File: config.mk
export PLATFORM = sky130hd
export DESIGN_NAME = kb_event_fifo
export DESIGN_NICKNAME = d
export VERILOG_FILES = /design/src/rtl/kb_pkg.sv /design/src/rtl/kb_event_buf.sv /design/src/rtl/ps2_rx.sv /design/src/rtl/kb_event_fifo.sv
export SDC_FILE = /design/constraint.sdc
export NUM_CORES = 1
export LEC_CHECK = 0
export ABC_AREA = 1
export BUFFER_PORTS_ARGS = -buffer_cell sky130_fd_sc_hd__buf_2
export CAP_MARGIN = 30
export CORE_UTILIZATION = 60
export CTS_CLUSTER_DIAMETER = 100
export CTS_CLUSTER_SIZE = 28
export DETAILED_ROUTE_END_ITERATION = 12
export PLACE_DENSITY = 0.79
export RECOVER_POWER = 25
export SETUP_SLACK_MARGIN = 0.3
export SYNTH_ARGS = -nofsm -noshare
export SYNTH_HDL_FRONTEND = slang
export SYNTH_SLANG_ARGS = --single-unit
File: constraint.sdc
create_clock -name clk -period 2.35 [get_ports clk]
set_input_delay 0.1175 -clock clk [delete_from_list [all_inputs] [get_ports clk]]
set_output_delay 0.1175 -clock clk [all_outputs]
set_load 0.1 [all_outputs]
File: src/rtl/kb_pkg.sv
// Shared constants and types for the PS/2 keyboard event path: prefix bytes,
// discard list, decoder state encoding and the 10-bit event record.
package kb_pkg;

  localparam logic [7:0] BRK_CODE = 8'hF0;
  localparam logic [7:0] EXT_CODE = 8'hE0;

  // Keyboard status/response bytes that never become key events.
  localparam int N_DISCARD = 6;
  localparam logic [N_DISCARD-1:0][7:0] DISCARD_CODES =
    {8'hFF, 8'h00, 8'hFE, 8'hEE, 8'hFA, 8'hAA};

  typedef enum logic [1:0] {
    S_IDLE    = 2'd0,
    S_EXT     = 2'd1,
    S_BRK     = 2'd2,
    S_EXT_BRK = 2'd3
  } kb_state_e;

  localparam int EVT_W = 10;

  typedef struct packed {
    logic       ext;
    logic       brk;
    logic [7:0] code;
  } kb_evt_t;

  function automatic logic is_discard(input logic [7:0] b);
    logic hit;
    hit = 1'b0;
    for (int i = 0; i < N_DISCARD; i++) begin
      if (b == DISCARD_CODES[i]) hit = 1'b1;
    end
    return hit;
  endfunction

  function automatic logic is_prefix(input logic [7:0] b);
    return (b == BRK_CODE) || (b == EXT_CODE);
  endfunction

endpackage

File: src/rtl/kb_event_buf.sv
// First-word-fall-through event FIFO with extra-MSB pointers and a sticky
// overflow flag for writes dropped while full.
module kb_event_buf #(
  parameter int DEPTH_LOG2 = 2,
  parameter int DW         = 10
) (
  input  logic          clk,
  input  logic          reset,
  input  logic          wr_en,
  input  logic [DW-1:0] wr_data,
  input  logic          rd_en,
  input  logic          ovf_clr,
  output logic [DW-1:0] rd_data,
  output logic          empty,
  output logic          full,
  output logic          overflow
);

  localparam int PW    = DEPTH_LOG2 + 1;
  localparam int DEPTH = 1 << DEPTH_LOG2;

  logic [PW-1:0] wr_ptr_q, wr_ptr_d, rd_ptr_q, rd_ptr_d;
  logic          overflow_q, overflow_d;
  logic          wr_ok, rd_ok;
  logic [DW-1:0] mem_q [DEPTH];

  always_ff @(posedge clk or posedge reset) begin
    if (reset) begin
      wr_ptr_q   <= '0;
      rd_ptr_q   <= '0;
      overflow_q <= 1'b0;
    end else begin
      wr_ptr_q   <= wr_ptr_d;
      rd_ptr_q   <= rd_ptr_d;
      overflow_q <= overflow_d;
    end
  end

  always_ff @(posedge clk) begin
    if (wr_ok) mem_q[wr_ptr_q[DEPTH_LOG2-1:0]] <= wr_data;
  end

  // A pop frees the head slot at the same edge, so write-while-full succeeds.
  always_comb begin
    empty      = (wr_ptr_q == rd_ptr_q);
    full       = (wr_ptr_q[PW-1] != rd_ptr_q[PW-1]) &&
                 (wr_ptr_q[PW-2:0] == rd_ptr_q[PW-2:0]);
    rd_ok      = rd_en && !empty;
    wr_ok      = wr_en && (!full || rd_ok);
    wr_ptr_d   = wr_ptr_q + {{(PW-1){1'b0}}, wr_ok};
    rd_ptr_d   = rd_ptr_q + {{(PW-1){1'b0}}, rd_ok};
    overflow_d = (overflow_q && !ovf_clr) || (wr_en && !wr_ok);
    rd_data    = empty ? '0 : mem_q[rd_ptr_q[DEPTH_LOG2-1:0]];
    overflow   = overflow_q;
  end

endmodule

File: src/rtl/ps2_rx.sv
// PS/2 serial receiver: filters ps2c, shifts 11-bit frames on falling edges and
// pulses rx_done_tick for one cycle with the data byte on dout.
module ps2_rx (
  input  logic       clk,
  input  logic       reset,
  input  logic       ps2d,
  input  logic       ps2c,
  input  logic       rx_en,
  output logic       rx_done_tick,
  output logic [7:0] dout
);

  typedef enum logic [1:0] {RX_IDLE, RX_DPS, RX_LOAD} rx_state_e;

  rx_state_e   state_q, state_d;
  logic [7:0]  filter_q, filter_d;
  logic        f_ps2c_q, f_ps2c_d;
  logic [3:0]  n_q, n_d;
  logic [10:0] b_q, b_d;
  logic        fall_edge;

  always_ff @(posedge clk or posedge reset) begin
    if (reset) begin
      state_q  <= RX_IDLE;
      filter_q <= '0;
      f_ps2c_q <= 1'b0;
      n_q      <= '0;
      b_q      <= '0;
    end else begin
      state_q  <= state_d;
      filter_q <= filter_d;
      f_ps2c_q <= f_ps2c_d;
      n_q      <= n_d;
      b_q      <= b_d;
    end
  end

  always_comb begin
    filter_d = {ps2c, filter_q[7:1]};
    f_ps2c_d = f_ps2c_q;
    if (&filter_q)       f_ps2c_d = 1'b1;
    else if (~|filter_q) f_ps2c_d = 1'b0;
    fall_edge = f_ps2c_q & ~f_ps2c_d;
  end

  always_comb begin
    state_d = state_q;
    n_d     = n_q;
    b_d     = b_q;
    unique case (state_q)
      RX_IDLE: if (fall_edge && rx_en) begin
        b_d     = {ps2d, b_q[10:1]};
        n_d     = 4'd9;
        state_d = RX_DPS;
      end
      RX_DPS: if (fall_edge) begin
        b_d = {ps2d, b_q[10:1]};
        if (n_q == 4'd0) state_d = RX_LOAD;
        else             n_d = n_q - 4'd1;
      end
      RX_LOAD: state_d = RX_IDLE;
      default: state_d = RX_IDLE;
    endcase
  end

  // Frames with a bad start/stop bit or even parity are silently dropped.
  always_comb begin
    rx_done_tick = (state_q == RX_LOAD) && !b_q[0] && b_q[10] && (^b_q[9:1]);
    dout         = b_q[8:1];
  end

endmodule

File: src/rtl/kb_event_fifo.sv
// PS/2 scan-code decoder feeding a key event FIFO. Define KB_MAKE_EVT_EN to
// enqueue make events; by default only break (release) events are queued.
module kb_event_fifo
  import kb_pkg::*;
#(
  parameter int DEPTH_LOG2 = 2
) (
  input  logic       clk,
  input  logic       reset,
  input  logic       ps2d,
  input  logic       ps2c,
  input  logic       key_rd,
  input  logic       ovf_clr,
  output logic [7:0] key_code,
  output logic       key_ext,
  output logic       key_brk,
  output logic       key_valid,
  output logic       fifo_full,
  output logic       overflow
);

`ifdef KB_MAKE_EVT_EN
  localparam logic MAKE_EN = 1'b1;
`else
  localparam logic MAKE_EN = 1'b0;
`endif

  kb_state_e  state_q, state_d;
  logic       rx_done;
  logic [7:0] rx_byte;
  logic       evt_wr;
  kb_evt_t    evt_data;
  kb_evt_t    head;
  logic       buf_empty;

  ps2_rx u_rx (
    .clk          (clk),
    .reset        (reset),
    .ps2d         (ps2d),
    .ps2c         (ps2c),
    .rx_en        (1'b1),
    .rx_done_tick (rx_done),
    .dout         (rx_byte)
  );

  always_ff @(posedge clk or posedge reset) begin
    if (reset) state_q <= S_IDLE;
    else       state_q <= state_d;
  end

  always_comb begin
    state_d = state_q;
    if (rx_done) begin
      unique case (state_q)
        S_IDLE:    if (rx_byte == EXT_CODE)      state_d = S_EXT;
                   else if (rx_byte == BRK_CODE) state_d = S_BRK;
        S_EXT:     if (rx_byte == BRK_CODE)      state_d = S_EXT_BRK;
                   else if (rx_byte != EXT_CODE) state_d = S_IDLE;
        S_BRK:     if (!is_prefix(rx_byte))      state_d = S_IDLE;
        S_EXT_BRK: if (!is_prefix(rx_byte))      state_d = S_IDLE;
        default:   state_d = S_IDLE;
      endcase
    end
  end

  // Events are emitted on the done tick that completes a sequence.
  always_comb begin
    evt_wr        = 1'b0;
    evt_data      = '0;
    evt_data.code = rx_byte;
    if (rx_done) begin
      unique case (state_q)
        S_IDLE: if (!is_prefix(rx_byte) && !is_discard(rx_byte)) evt_wr = MAKE_EN;
        S_EXT: if (!is_prefix(rx_byte)) begin
          evt_wr       = MAKE_EN;
          evt_data.ext = 1'b1;
        end
        S_BRK: if (!is_prefix(rx_byte)) begin
          evt_wr       = 1'b1;
          evt_data.brk = 1'b1;
        end
        S_EXT_BRK: if (!is_prefix(rx_byte)) begin
          evt_wr       = 1'b1;
          evt_data.ext = 1'b1;
          evt_data.brk = 1'b1;
        end
        default: evt_wr = 1'b0;
      endcase
    end
  end

  kb_event_buf #(
    .DEPTH_LOG2 (DEPTH_LOG2),
    .DW         (EVT_W)
  ) u_buf (
    .clk      (clk),
    .reset    (reset),
    .wr_en    (evt_wr),
    .wr_data  (evt_data),
    .rd_en    (key_rd),
    .ovf_clr  (ovf_clr),
    .rd_data  (head),
    .empty    (buf_empty),
    .full     (fifo_full),
    .overflow (overflow)
  );

  always_comb begin
    key_valid = !buf_empty;
    key_code  = head.code;
    key_ext   = head.ext;
    key_brk   = head.brk;
  end

endmodule
== After elaboration in Yosys (flattened, before gate mapping) ==
Memories as Yosys holds them, arrays and structs flattened.
Index checks and enable logic that the tools add are counted.

* Flip-flop bits (word level): 35
* Latch bits: 0
* RAM bits: 40
* Memory bits (read-only): 0
* Output and inout port bits: 13
* Word-level logic and storage cells: 89
* Memories: 1

* Add/sub/neg operators: 3
* $mul: 0
* Div/mod/pow operators: 0
* $lt $le $gt $ge: 0
* Equal/unequal tests: 18
* Shift-type cells: 0
* Mux-type cells: 26
* Bitwise gates (word level): 2
* Reductions and logical operators: 30

{| class="wikitable"
|+ Memories
! name !! depth !! bits a word !! read ports !! clocked after memory_dff !! wr ports !! RTL line !! source
|-
| u_buf.mem_q || 4 || 10 || 1 || 0 || 1 || kb_event_buf.sv:25 || <nowiki>logic [DW-1:0] mem_q [DEPTH];</nowiki>
|}

{| class="wikitable"
|+ Operator list
! operator !! number
|-
| 2-to-1 mux 2 bit || 10
|-
| equality test 8 bit, second input constant || 2
|-
| 2-to-1 mux 4 bit || 3
|-
| 2-to-1 mux 10 bit || 1
|-
| parity 9 bit || 1
|-
| logical AND 1 bit || 8
|-
| inequality test 8 bit, second input constant || 1
|-
| case mux 4 bit (2 select lines) || 1
|-
| AND reduction 4 bit || 2
|-
| AND reduction 8 bit || 1
|-
| OR reduction 8 bit || 1
|-
| adder 3 x 1 -> 3 bit || 2
|-
| equality test 2 bit, second input constant || 3
|-
| 2-to-1 mux 1 bit || 6
|-
| inequality test 2 x 1 -> 1 bit, second input constant || 3
|-
| inequality test 3 bit, second input constant || 2
|-
| case mux 1 bit (2 select lines) || 3
|-
| case mux 2 bit (3 select lines) || 1
|-
| OR reduction 2 bit || 3
|-
| zero test 1 bit || 5
|-
| equality test 2 x 1 -> 1 bit, second input constant || 2
|-
| zero test 2 bit || 2
|-
| zero test 4 bit || 1
|-
| inequality test 2 bit, second input constant || 2
|-
| 11 further kinds || 13
|}

== Depth between registers and ports, before layout ==
* Depth after elaboration: 9
* Depth in mapped cells: 14
* Gate-level depth less buffers: 14

== Modules after synthesis ==
From an unflattened synthesis, not the netlist that was laid out.

* Cells, all modules: 373
* Area, all modules: 3,470.8 um^2

{| class="wikitable"
|+ By module, submodules not included
! module !! instances !! cells each !! area an instance (um^2) !! sequential area each (um^2)
|-
| kb_event_buf || 1 || 172 || 1,971.9 || 1,376.3
|-
| ps2_rx || 1 || 156 || 1,251.2 || 650.6
|-
| kb_event_fifo || 1 || 45 || 247.7 || 50.0
|}

== Worst setup path before layout ==
Ideal clock, no wire load.

* Path kind: reg-to-reg
* Start point: register u_rx.b_q[5]
* End point: memory u_buf.mem_q[0][0], enable pin
* Library setup time: 376 ps
* Arrival: 1,746 ps
* Data required time: 1,974 ps
* Setup slack: 228 ps
* Stages on the path, launching flop included: 8
* Period minus slack after synthesis: 2,122 ps
* Path through: dfrtp_1 inv_1 ha_1 xor2_1 nand3_1 nand2_1 nand4_1 nor2_1

* Longest elaborated chain between the ends: 8
* Elaborated cells between the ends (all ways): 11
* Those cells by class: 2 x eq/ne; 5 x mux; 4 x reduce/logical

{| class="wikitable"
|+ Ends and longest elaborated chain
! item !! RTL line !! source
|-
| from (decl) || ps2_rx.sv:19 || <nowiki>logic [10:0] b_q, b_d;</nowiki>
|-
| from (signal assigned) || ps2_rx.sv:28 || <nowiki>b_q <= '0;</nowiki>
|-
| from (signal assigned) || ps2_rx.sv:34 || <nowiki>b_q <= b_d;</nowiki>
|-
| equality test 8 bit || kb_pkg.sv:38 || <nowiki>return (b == BRK_CODE) || (b == EXT_CODE);</nowiki>
|-
| logical OR 1 bit || kb_pkg.sv:38 ||
|-
| 2-to-1 mux 1 bit || kb_event_fifo.sv:78, kb_event_fifo.sv:82 ||
|-
| case mux 1 bit (2 select lines) || kb_event_fifo.sv:72 || <nowiki>unique case (state_q)</nowiki>
|-
| 2-to-1 mux 1 bit (*) || kb_event_fifo.sv:71 || <nowiki>if (rx_done) begin</nowiki>
|-
| logical AND 1 bit (*) || kb_event_buf.sv:49 || <nowiki>wr_ok = wr_en && (!full || rd_ok);</nowiki>
|-
| 2-to-1 mux 1 bit (*) || kb_event_buf.sv:40 || <nowiki>if (wr_ok) mem_q[wr_ptr_q[DEPTH_LOG2-1:0]] <= wr_data;</nowiki>
|-
| 2-to-1 mux 1 bit (not written as such) (*) || kb_event_buf.sv:40 ||
|-
| to (decl) || kb_event_buf.sv:25 ||
|}

Mark *: on every way between the ends. The rest lies on a longest branch, timed or not.

== Worst setup path after layout ==
* Start point: register u_rx.b_q[3]
* End point: memory u_buf.mem_q[1][6], enable pin

The elaborated chain is that of the path after synthesis.

==> metrics.csv <==
metric,value,unit
status,"complete, no violations",
R2R setup slack,250,ps
largest net degree at the start of global routing,36,
final max-slew violation count,0,
first-pass GRT wire length,11000,µm
net count reported at finish,397,
syn avg cell area,10.1,µm²
initial DRC count,233,
Synth Cell Area,0.00332,mm²
crit path kind,reg2reg,
CP Max Fanout,5,
Total Neg Setup Slack,0,ps
GRT overflow,0,
DRC Markers,0,
Final Critical Period,2100,ps
Max-cap violations,0,
capturing element type of the critical path,flip-flop,
worst-case reg-to-reg path depth,11,
Yosys reg bits,75,
port bufs,18,
final setup skew,14.0,ps
remaining antenna violation count after routing,0,
"CTS clk-pin slew, worst paths",80,ps
Horiz. Die Dim,76.4,µm
TritonCTS clock tree,built,
syn nets,347,
GP Congestion,0.907,
Rel. slew slack,0.433,
Antenna diodes,0,
Peak supply drop,478,µV
worst endpoint data arrival time,2170,ps
P&R area growth vs syn,25.9,%
Core Box Area,0.00520,mm²
IO Pins,19,
crit share post-route,0.893,
endpoints failing hold,0,
post-synth cell types,25,
startpoint types,flip-flop,
clock sink count,75,
Hold Slack,95.0,ps
Max stage delay on crit path,370,ps
clock latency on the worst-skew pair,360,ps
crit path to,u_buf.mem_q[1][6],
worst min path class,in2reg,
htree depth,3,
cts bufs inserted,9,
CTS root buf,clkbuf_8,
Post-synth EDFFs,40,
critical path's slowest cell,dfrtp_1,
fmax,477,MHz
endpoints failing setup,0,
Avg WL per Cell,15.4,µm
RR Endpoint,u_buf.mem_q[1][6],
"FFs w/ async S/R, synth",0.467,
Initial Util,0.638,
row cnt,26,
top_reg_cell synth,edfxtp_1,
worst path cell trace,"inv_1, ha_1, nand2_1, inv_1, nand3_2, nand2_2, nor2_1, nand4_1, buf_6, nor2_2, buf_6",
Post-Route WL,7000,µm
worst path required time,2420,ps
Max clock buf depth,2,
die area,0.00583,mm²
routed vias,2478,
Yosys warning count,0,
hpwl dp,4170,µm
Mapped Cells,330,
slew of the pin with the lowest slew margin,850,ps
Die Y,76.4,µm
CP startpoint,u_rx.b_q[3],
share of layout cells above drive strength 1,0.236,
First-pass DRT Iterations,4,
P per Cell Area,590,mW/mm²
initial antenna violation count,0,
Leak Pwr,1.85,nW
FF-to-FF Start,u_rx.b_q[3],
RSZ-0062 raised after global routing,true,
"Seq/Total Area, Yosys",0.626,
vias in the first global route,2396,
Vias per Instance,5.45,
All-Layer GR Usage,0.250,
-- state kept, by name, indices dropped and copies added (netlist names) --
signal	count
u_rx.b_q	11
u_rx.f_ps2c_q	1
u_buf.wr_ptr_q	3
u_buf.mem_q	40
u_buf.rd_ptr_q	3
u_rx.n_q	4
u_rx.state_q	2
u_rx.filter_q	8
u_buf.overflow	1
state_q	2
-- worst min path at each step --
stage	cells after the start	slack [ps]	endpoint	from
2_1_floorplan	0	150	u_rx.filter_q[7]	ps2c
3_3_place_gp	3	230	u_buf.wr_ptr_q[1]	reset
3_5_place_dp	1	230	u_rx.filter_q[7]	ps2c
4_1_cts	4	100	u_buf.rd_ptr_q[0]	key_rd
5_1_grt	4	110	u_buf.rd_ptr_q[0]	key_rd
6_report	4	100	u_buf.rd_ptr_q[0]	key_rd
-- cell usage in the layout, fill, tap and decap left out, drive strengths merged --
cell | Yosys | routed
ha | 11 | 11
buf | 4 | 36
clkinv | 0 | 2
bufinv | 0 | 1
dlygate4sd3 | 0 | 4
o32ai | 10 | 10
nor2 | 47 | 47
edfxtp | 40 | 40
nand3 | 19 | 19
clkbuf | 4 | 19
o21ai | 20 | 20
clkinvlp | 0 | 9
nand4 | 2 | 2
a21oi | 3 | 3
o31ai | 1 | 1
o21bai | 2 | 2
xnor2 | 3 | 3
nand2 | 74 | 74
nor3 | 3 | 3
xor2 | 4 | 4
nand3b | 1 | 1
dfrtp | 35 | 35
inv | 47 | 39
-- cell usage after synthesis, types with 2 or more instances --
library cell | count | area, µm²
nand2_1 | 74 | 278
inv_1 | 46 | 173
nor2_1 | 46 | 173
edfxtp_1 | 40 | 1200
dfrtp_1 | 35 | 876
nand3_1 | 18 | 90.1
o21ai_0 | 18 | 90.1
ha_1 | 11 | 138
o32ai_1 | 10 | 87.6
clkbuf_1 | 4 | 15.0
xor2_1 | 4 | 35.0
a21oi_1 | 3 | 15.0
buf_2 | 3 | 15.0
nor3_1 | 3 | 15.0
xnor2_1 | 3 | 26.3
nand4_1 | 2 | 12.5
o21bai_1 | 2 | 15.0
-- timing repair --
action / in CTS / in global routing
hold buffers: 4 / 0
cloned: 1 / 2
setup buffers: 9 / 3
pin swaps: 2 / 7
gates resized for setup: 12 / 31
setup endpoints to repair: 52 / 54
hold endpoints to repair: 38 / 0
-- layer usage --
metal / vias to the layer above / track usage / wire length, µm
met5: - / 0 / 0
met1: 1176 / 0.294 / 2830
met4: 0 / 0.129 / 239
met3: 25 / 0.0754 / 361
met2: 93 / 0.417 / 3570
li1: 1184 / - / -
-- power by group --
part | total, W | leakage [nW] | internal, W | switching [W]
sequential | 0.00139 | 0.844 | 0.00138 | 0.00000720
clock | 0.00104 | 0.108 | 0.000573 | 0.000464
combinational | 0.0000367 | 0.897 | 0.0000133 | 0.0000233
-- cell families after synthesis --
kind of cell,share of synthesized area
AND/OR/NAND/NOR,0.180
XOR/XNOR,0.0185
buffers and inverters,0.0656
adder cells (fa/ha/maj),0.0415
flip-flops,0.626
AO/OA/AOI/OAI,0.0690
-- stage by stage --
step | cells | area [µm²] | util | worst slack [ps] | total power (W)
5_1_grt | 455 | 4180 | 0.803 | 78.5 | 0.00253
3_5_place_dp | 420 | 3680 | 0.707 | 181 | 0.00145
4_1_cts | 450 | 4040 | 0.776 | 275 | 0.00247
3_3_place_gp | 420 | 3680 | 0.707 | 299 | 0.00145
6_report | 455 | 4180 | 0.803 | 252 | 0.00247
2_1_floorplan | 330 | 3350 | - | 228 | 0.00144
-- final cells by class --
class / count / area (µm²)
Inverter: 47 / 209
Clock buffer: 12 / 165
Fill cell: 290 / 1030
Sequential cell: 75 / 2080
Clock inverter: 4 / 47.5
Multi-Input combinational cell: 200 / 1120
Tap cell: 70 / 87.6
Timing Repair Buffer: 47 / 459
-- worst max-delay path, delay by kind of cell (launching register included) --
kind	cells	cell delay, ps
buffers and inverters	4	490
AND/OR/NAND/NOR	6	760
adder cells (fa/ha/maj)	1	190
flip-flops	1	370
Power figures use the tool's default switching activity.
